===== config.mk =====
export PLATFORM = sky130hd
export DESIGN_NAME = axi_master_seq
export DESIGN_NICKNAME = d
export VERILOG_FILES = /design/src/rtl/axi_master_seq.sv
export SDC_FILE = /design/constraint.sdc
export NUM_CORES = 1
export LEC_CHECK = 0
export CAP_MARGIN = 25
export CORE_ASPECT_RATIO = 0.75
export CORE_MARGIN = 1.5
export CORE_UTILIZATION = 43
export CTS_BUF_LIST = sky130_fd_sc_hd__clkbuf_4
export CTS_CLUSTER_SIZE = 40
export DETAILED_ROUTE_END_ITERATION = 16
export PLACE_DENSITY_LB_ADDON = 0.3
export SLEW_MARGIN = 20
export SYNTH_ARGS = -nofsm -noshare
export SYNTH_HDL_FRONTEND = slang
export SYNTH_SLANG_ARGS = --single-unit

===== constraint.sdc =====
create_clock -name clk -period 1.71 [get_ports clk]
set_input_delay 0.171 -clock clk [delete_from_list [all_inputs] [get_ports clk]]
set_output_delay 0.171 -clock clk [all_outputs]
set_load 0.02 [all_outputs]

===== src/rtl/axi_master_seq.sv =====
// Single-outstanding AXI-lite style master sequencer: one read (AR then R) or one write (AW+W) per request.
// Optional watchdog timeout enabled by defining AXI_MASTER_SEQ_TIMEOUT_EN.
module axi_master_seq (
    input  logic       clk,
    input  logic       reset,
    input  logic       req_rd,
    input  logic       req_wr,
    input  logic [3:0] req_addr,
    input  logic [3:0] req_wdata,
    output logic       ms_arvalid,
    output logic [3:0] ms_araddr,
    input  logic       sm_arready,
    input  logic       sm_rvalid,
    input  logic [3:0] sm_rdata,
    output logic       ms_rready,
    output logic       ms_awvalid,
    output logic [3:0] ms_awaddr,
    input  logic       sm_awready,
    output logic       ms_wvalid,
    output logic [3:0] ms_wdata,
    input  logic       sm_wready,
    output logic       busy,
    output logic       done,
    output logic [3:0] rd_data,
    output logic       err
);

    typedef enum logic [2:0] {
        IDLE = 3'd0,
        AR   = 3'd1,
        R    = 3'd2,
        W    = 3'd3,
        DONE = 3'd4
    } state_t;

    state_t     state_r;
    logic [3:0] addr_r;
    logic [3:0] wdata_r;
    logic       arvalid_r;
    logic       rready_r;
    logic       awvalid_r;
    logic       wvalid_r;
    logic       busy_r;
    logic       done_r;
    logic [3:0] rd_data_r;

    logic       ar_hs_s;
    logic       r_hs_s;
    logic       aw_hs_s;
    logic       w_hs_s;
    logic       aw_clear_s;
    logic       w_clear_s;
    logic       timeout_s;

    assign ar_hs_s    = arvalid_r & sm_arready;
    assign r_hs_s     = rready_r & sm_rvalid;
    assign aw_hs_s    = awvalid_r & sm_awready;
    assign w_hs_s     = wvalid_r & sm_wready;
    // A write channel is finished once its valid is low or it handshakes this cycle.
    assign aw_clear_s = ~awvalid_r | aw_hs_s;
    assign w_clear_s  = ~wvalid_r | w_hs_s;

`ifdef AXI_MASTER_SEQ_TIMEOUT_EN
    logic [7:0] wdog_r;
    logic       err_r;
    logic       active_s;
    logic       any_hs_s;

    assign active_s  = (state_r == AR) || (state_r == R) || (state_r == W);
    assign any_hs_s  = ar_hs_s | r_hs_s | aw_hs_s | w_hs_s;
    // Expire on the cycle the counter would reach 255; a handshake in that cycle wins.
    assign timeout_s = active_s & (wdog_r == 8'd254) & ~any_hs_s;

    // Watchdog: zero outside the waiting states and on every handshake, else count up.
    always_ff @(posedge clk or posedge reset) begin
        if (reset) begin
            wdog_r <= 8'd0;
        end else if (!active_s || any_hs_s) begin
            wdog_r <= 8'd0;
        end else if (wdog_r != 8'd255) begin
            wdog_r <= wdog_r + 8'd1;
        end else begin
            wdog_r <= wdog_r;
        end
    end

    // Sticky timeout flag, cleared only by reset.
    always_ff @(posedge clk or posedge reset) begin
        if (reset) begin
            err_r <= 1'b0;
        end else if (timeout_s) begin
            err_r <= 1'b1;
        end else begin
            err_r <= err_r;
        end
    end

    assign err = err_r;
`else
    assign timeout_s = 1'b0;
    assign err       = 1'b0;
`endif

    // Main sequencer FSM with registered channel controls and status.
    always_ff @(posedge clk or posedge reset) begin
        if (reset) begin
            state_r   <= IDLE;
            addr_r    <= 4'd0;
            wdata_r   <= 4'd0;
            arvalid_r <= 1'b0;
            rready_r  <= 1'b0;
            awvalid_r <= 1'b0;
            wvalid_r  <= 1'b0;
            busy_r    <= 1'b0;
            done_r    <= 1'b0;
            rd_data_r <= 4'd0;
        end else begin
            case (state_r)
                IDLE: begin
                    done_r <= 1'b0;
                    if (req_rd) begin
                        addr_r    <= req_addr;
                        arvalid_r <= 1'b1;
                        busy_r    <= 1'b1;
                        state_r   <= AR;
                    end else if (req_wr) begin
                        addr_r    <= req_addr;
                        wdata_r   <= req_wdata;
                        awvalid_r <= 1'b1;
                        wvalid_r  <= 1'b1;
                        busy_r    <= 1'b1;
                        state_r   <= W;
                    end else begin
                        state_r <= IDLE;
                    end
                end
                AR: begin
                    if (timeout_s) begin
                        arvalid_r <= 1'b0;
                        done_r    <= 1'b1;
                        state_r   <= DONE;
                    end else if (ar_hs_s) begin
                        arvalid_r <= 1'b0;
                        rready_r  <= 1'b1;
                        state_r   <= R;
                    end else begin
                        state_r <= AR;
                    end
                end
                R: begin
                    if (timeout_s) begin
                        rready_r <= 1'b0;
                        done_r   <= 1'b1;
                        state_r  <= DONE;
                    end else if (r_hs_s) begin
                        rd_data_r <= sm_rdata;
                        rready_r  <= 1'b0;
                        done_r    <= 1'b1;
                        state_r   <= DONE;
                    end else begin
                        state_r <= R;
                    end
                end
                W: begin
                    if (timeout_s) begin
                        awvalid_r <= 1'b0;
                        wvalid_r  <= 1'b0;
                        done_r    <= 1'b1;
                        state_r   <= DONE;
                    end else begin
                        if (aw_hs_s) begin
                            awvalid_r <= 1'b0;
                        end else begin
                            awvalid_r <= awvalid_r;
                        end
                        if (w_hs_s) begin
                            wvalid_r <= 1'b0;
                        end else begin
                            wvalid_r <= wvalid_r;
                        end
                        if (aw_clear_s && w_clear_s) begin
                            done_r  <= 1'b1;
                            state_r <= DONE;
                        end else begin
                            state_r <= W;
                        end
                    end
                end
                DONE: begin
                    done_r  <= 1'b0;
                    busy_r  <= 1'b0;
                    state_r <= IDLE;
                end
                default: begin
                    arvalid_r <= 1'b0;
                    rready_r  <= 1'b0;
                    awvalid_r <= 1'b0;
                    wvalid_r  <= 1'b0;
                    busy_r    <= 1'b0;
                    done_r    <= 1'b0;
                    state_r   <= IDLE;
                end
            endcase
        end
    end

    assign ms_arvalid = arvalid_r;
    assign ms_araddr  = addr_r;
    assign ms_rready  = rready_r;
    assign ms_awvalid = awvalid_r;
    assign ms_awaddr  = addr_r;
    assign ms_wvalid  = wvalid_r;
    assign ms_wdata   = wdata_r;
    assign busy       = busy_r;
    assign done       = done_r;
    assign rd_data    = rd_data_r;

endmodule


==> results.yml <==
status:
  outcome: "completed"
setup_path:
  cp.buffers_inverters: 1
  reg2reg_depth: 3
  worst-endpoint-arrival_ns: 1.37
  start_kind: "register"
  cp_max_fo: 6
  crit_cells: 1
  critPathSlowestCell: "clkdlybuf4s50_1"
  path_cells: "clkdlybuf4s50_1"
  max_stage_delay_ns: 0.63
  worstSetupPathType: "reg -> out"
  crit_family: "buffers and inverters"
  cp.required_ns: 1.54
  end_kind: "primary output"
synth:
  synth.distinct_cells: 25
  synth_top_cell_area_share_pct: 53.64
  yosysMostFrequentCell: "dfrtp_1"
  synthCells: 81
  synth-main-ff-cell: "dfrtp_1"
  synth_area_um2: 979.7
  netlist_top_cells_area: "dfrtp_1 54%, mux2_2 14%, buf_4 4.6%, nor4b_4 2.4%, a21o_1 2.3%"
  synth_seq_cells: 21
  avgSynthCellArea_um2: 12.09
  synth_top_area_cell: "dfrtp_1"
  ys_top_cells_by_count: "21 x dfrtp_1, 12 x mux2_2, 6 x buf_4, 6 x inv_1, 5 x nand2_1"
  synth-edff-count: 0
  synth_nets: 101
  ys_seq_area_share_pct: 53.64
  async_flop_share_pct: 100.0
  yosys_warnings: 0
floorplan:
  rows: 14
  start_util_pct: 47.00
  core_area_um2: 2085
  io_pins: 43
  dieArea_um2: 2577
  die_h_um: 44.34
  die_w_um: 58.12
sta:
  hold-worst-slack_ns: 0.1715
  fmaxAchievable_ghz: 0.6488
  finalSetupViolations: 0
  period_share_pct: 90.13
  fin_worst_skew_ns: 0.007831
  rsz0062_at_grt: "no"
  hold_violations: 0
  tns_ns: 0
  drv_slew: 0
  min_period_ns: 1.541
global_route:
  grt_first_pass_wirelength_um: 3498
  grt_max_degree: 22
  gr-total-overflow: 0
  grtUsageTotal_pct: 18.52
  grt_pass1_vias: 787
  antenna_found_initial: 0
layout:
  fin_nets: 142
  drive_above_1_share_pct: 17.36
  n_fill_cell: 160
  syn_to_final_growth_pct: 44.44
  diodes: 0
min_path:
  min_path_type: "in -> async"
cts:
  htreeDepth: 1
  cts_num_sinks: 21
  cts_tree: "yes"
  cts-resized-gates: 0
  cts_buffers: 3
  cts.hold.buffers_added: 0
  cts_root_buf: "clkbuf_4"
  clockBufferDepth: 2
  clk_pin_slew_ns: 0.12
  clock_latency_ns: 0.31
  cts_setup_buffers: 0
drt:
  routed.top_layer: "met4"
  drtPass1Iterations: 6
  wl_per_cell_um: 14.26
  wl_met1_um: 900
  route.met2.wl_um: 1024
  drc_errors: 0
  ant_nets: 0
  drtIter0Drc: 7
  wl_met3_um: 108
  via_count: 761
  wirelength_um: 2067
  drt-vias-per-instance: 5.248
placed_design:
  gp_congestion: 0.8093
  dp_hpwl_um: 1581
  io_buffers: 41
power:
  power_leakage_uw: 0.0006105
  peakVddDrop_mv: 1.001
  p_per_area_nw_per_um2: 1917
job:
  cap_violations: 0
flip-flops by register name, indices dropped and copies added, names as in the netlist:
name,cells
busy,1
done,1
ms_araddr,4
ms_arvalid,1
ms_awvalid,1
ms_rready,1
ms_wdata,4
ms_wvalid,1
rd_data,4
state_r,3
cell usage in the layout, fill, tap and decap left out, drive strengths merged:
cell type      Yosys  layout
o21ai              4       4
a21o               3       3
mux2              12      12
a32oi              1       1
nand4              2       2
dfrtp             21      21
o21bai             1       1
nand2              5       5
a31oi              1       1
o31ai              1       1
conb               1       1
clkinvlp           0       1
buf                7       2
nor3               1       1
clkdlybuf4s50      0      41
o21a               1       1
and2b              1       1
inv                6       6
nand2b             1       1
o211ai             3       3
o211a              1       1
nand3b             1       1
o2111ai            1       1
a21oi              1       1
nor4b              1       1
clkbuf             0       3
nand3              4       4
metrics by stage:
stage	setup WS (ns)	utilization (%)	cell area (µm²)	instances	power, µW
2_1_floorplan	0.2725	-	979.7	81	1872
3_3_place_gp	0.07151	66.45	1385	141	2442
3_5_place_dp	0.04482	66.45	1385	141	2485
4_1_cts	0.1494	67.89	1415	145	2746
5_1_grt	0.09139	67.89	1415	145	2887
6_report	0.1687	67.89	1415	145	2713
cell families after synthesis:
group	synth area share, %
other	0.3828
flip-flops	53.64
buffers and inverters	7.406
AO/OA/AOI/OAI	12.90
multiplexers	13.79
AND/OR/NAND/NOR	11.88
routing by layer:
metal / GRT usage, % / up-vias
li1: - / 366
met1: 21.64 / 371
met2: 31.36 / 20
met3: 7.018 / 4
met4: 6.977 / 0
met5: 0 / -
path summary, 6_finish.rpt:
| path | slack (ns) | start | to |
|---|---|---|---|
| max in group asynchronous | 1.32 | reset | busy$_DFFE_PP0P_ |
| min in group clk | 0.46 | req_wdata[0] | ms_wdata[0]$_DFFE_PP0P_ |
| max | 0.17 | ms_arvalid$_DFFE_PP0P_ | ms_arvalid |
| max reg2reg | 0.20 | state_r[0]$_DFF_PP0_ | ms_araddr[0]$_DFFE_PP0P_ |
| min reg2reg | 0.49 | busy$_DFFE_PP0P_ | busy$_DFFE_PP0P_ |
| min | 0.17 | reset | ms_wdata[1]$_DFFE_PP0P_ |
power breakdown:
| part | switching (µW) | leakage, µW | total (µW) | internal (µW) |
|---|---|---|---|---|
| registers | 234 | 0.000254 | 973 | 740 |
| logic | 711 | 0.000343 | 1490 | 783 |
| clock network | 156 | 0.0000139 | 245 | 89.2 |
| total | 1100 | 0.000610 | 2710 | 1610 |
cell type report:
cell class | count | area (µm²) | area share (%)
clock inverters | 1 | 7.507 | 0.5305
multi-input cells | 47 | 381.6 | 26.97
repair buffers | 43 | 425.4 | 30.06
flip-flops and latches | 21 | 525.5 | 37.14
well taps | 24 | 30.03 | 2.122
clock buffers | 3 | 22.52 | 1.592
inverters | 6 | 22.52 | 1.592
worst register-to-register path: stages (launching register included):
cell	delay, ns
dfrtp_1	0.55
nor3_4	0.20
o21a_1	0.30
mux2_2	0.36
No activity file was read; power rests on OpenSTA's default activity.
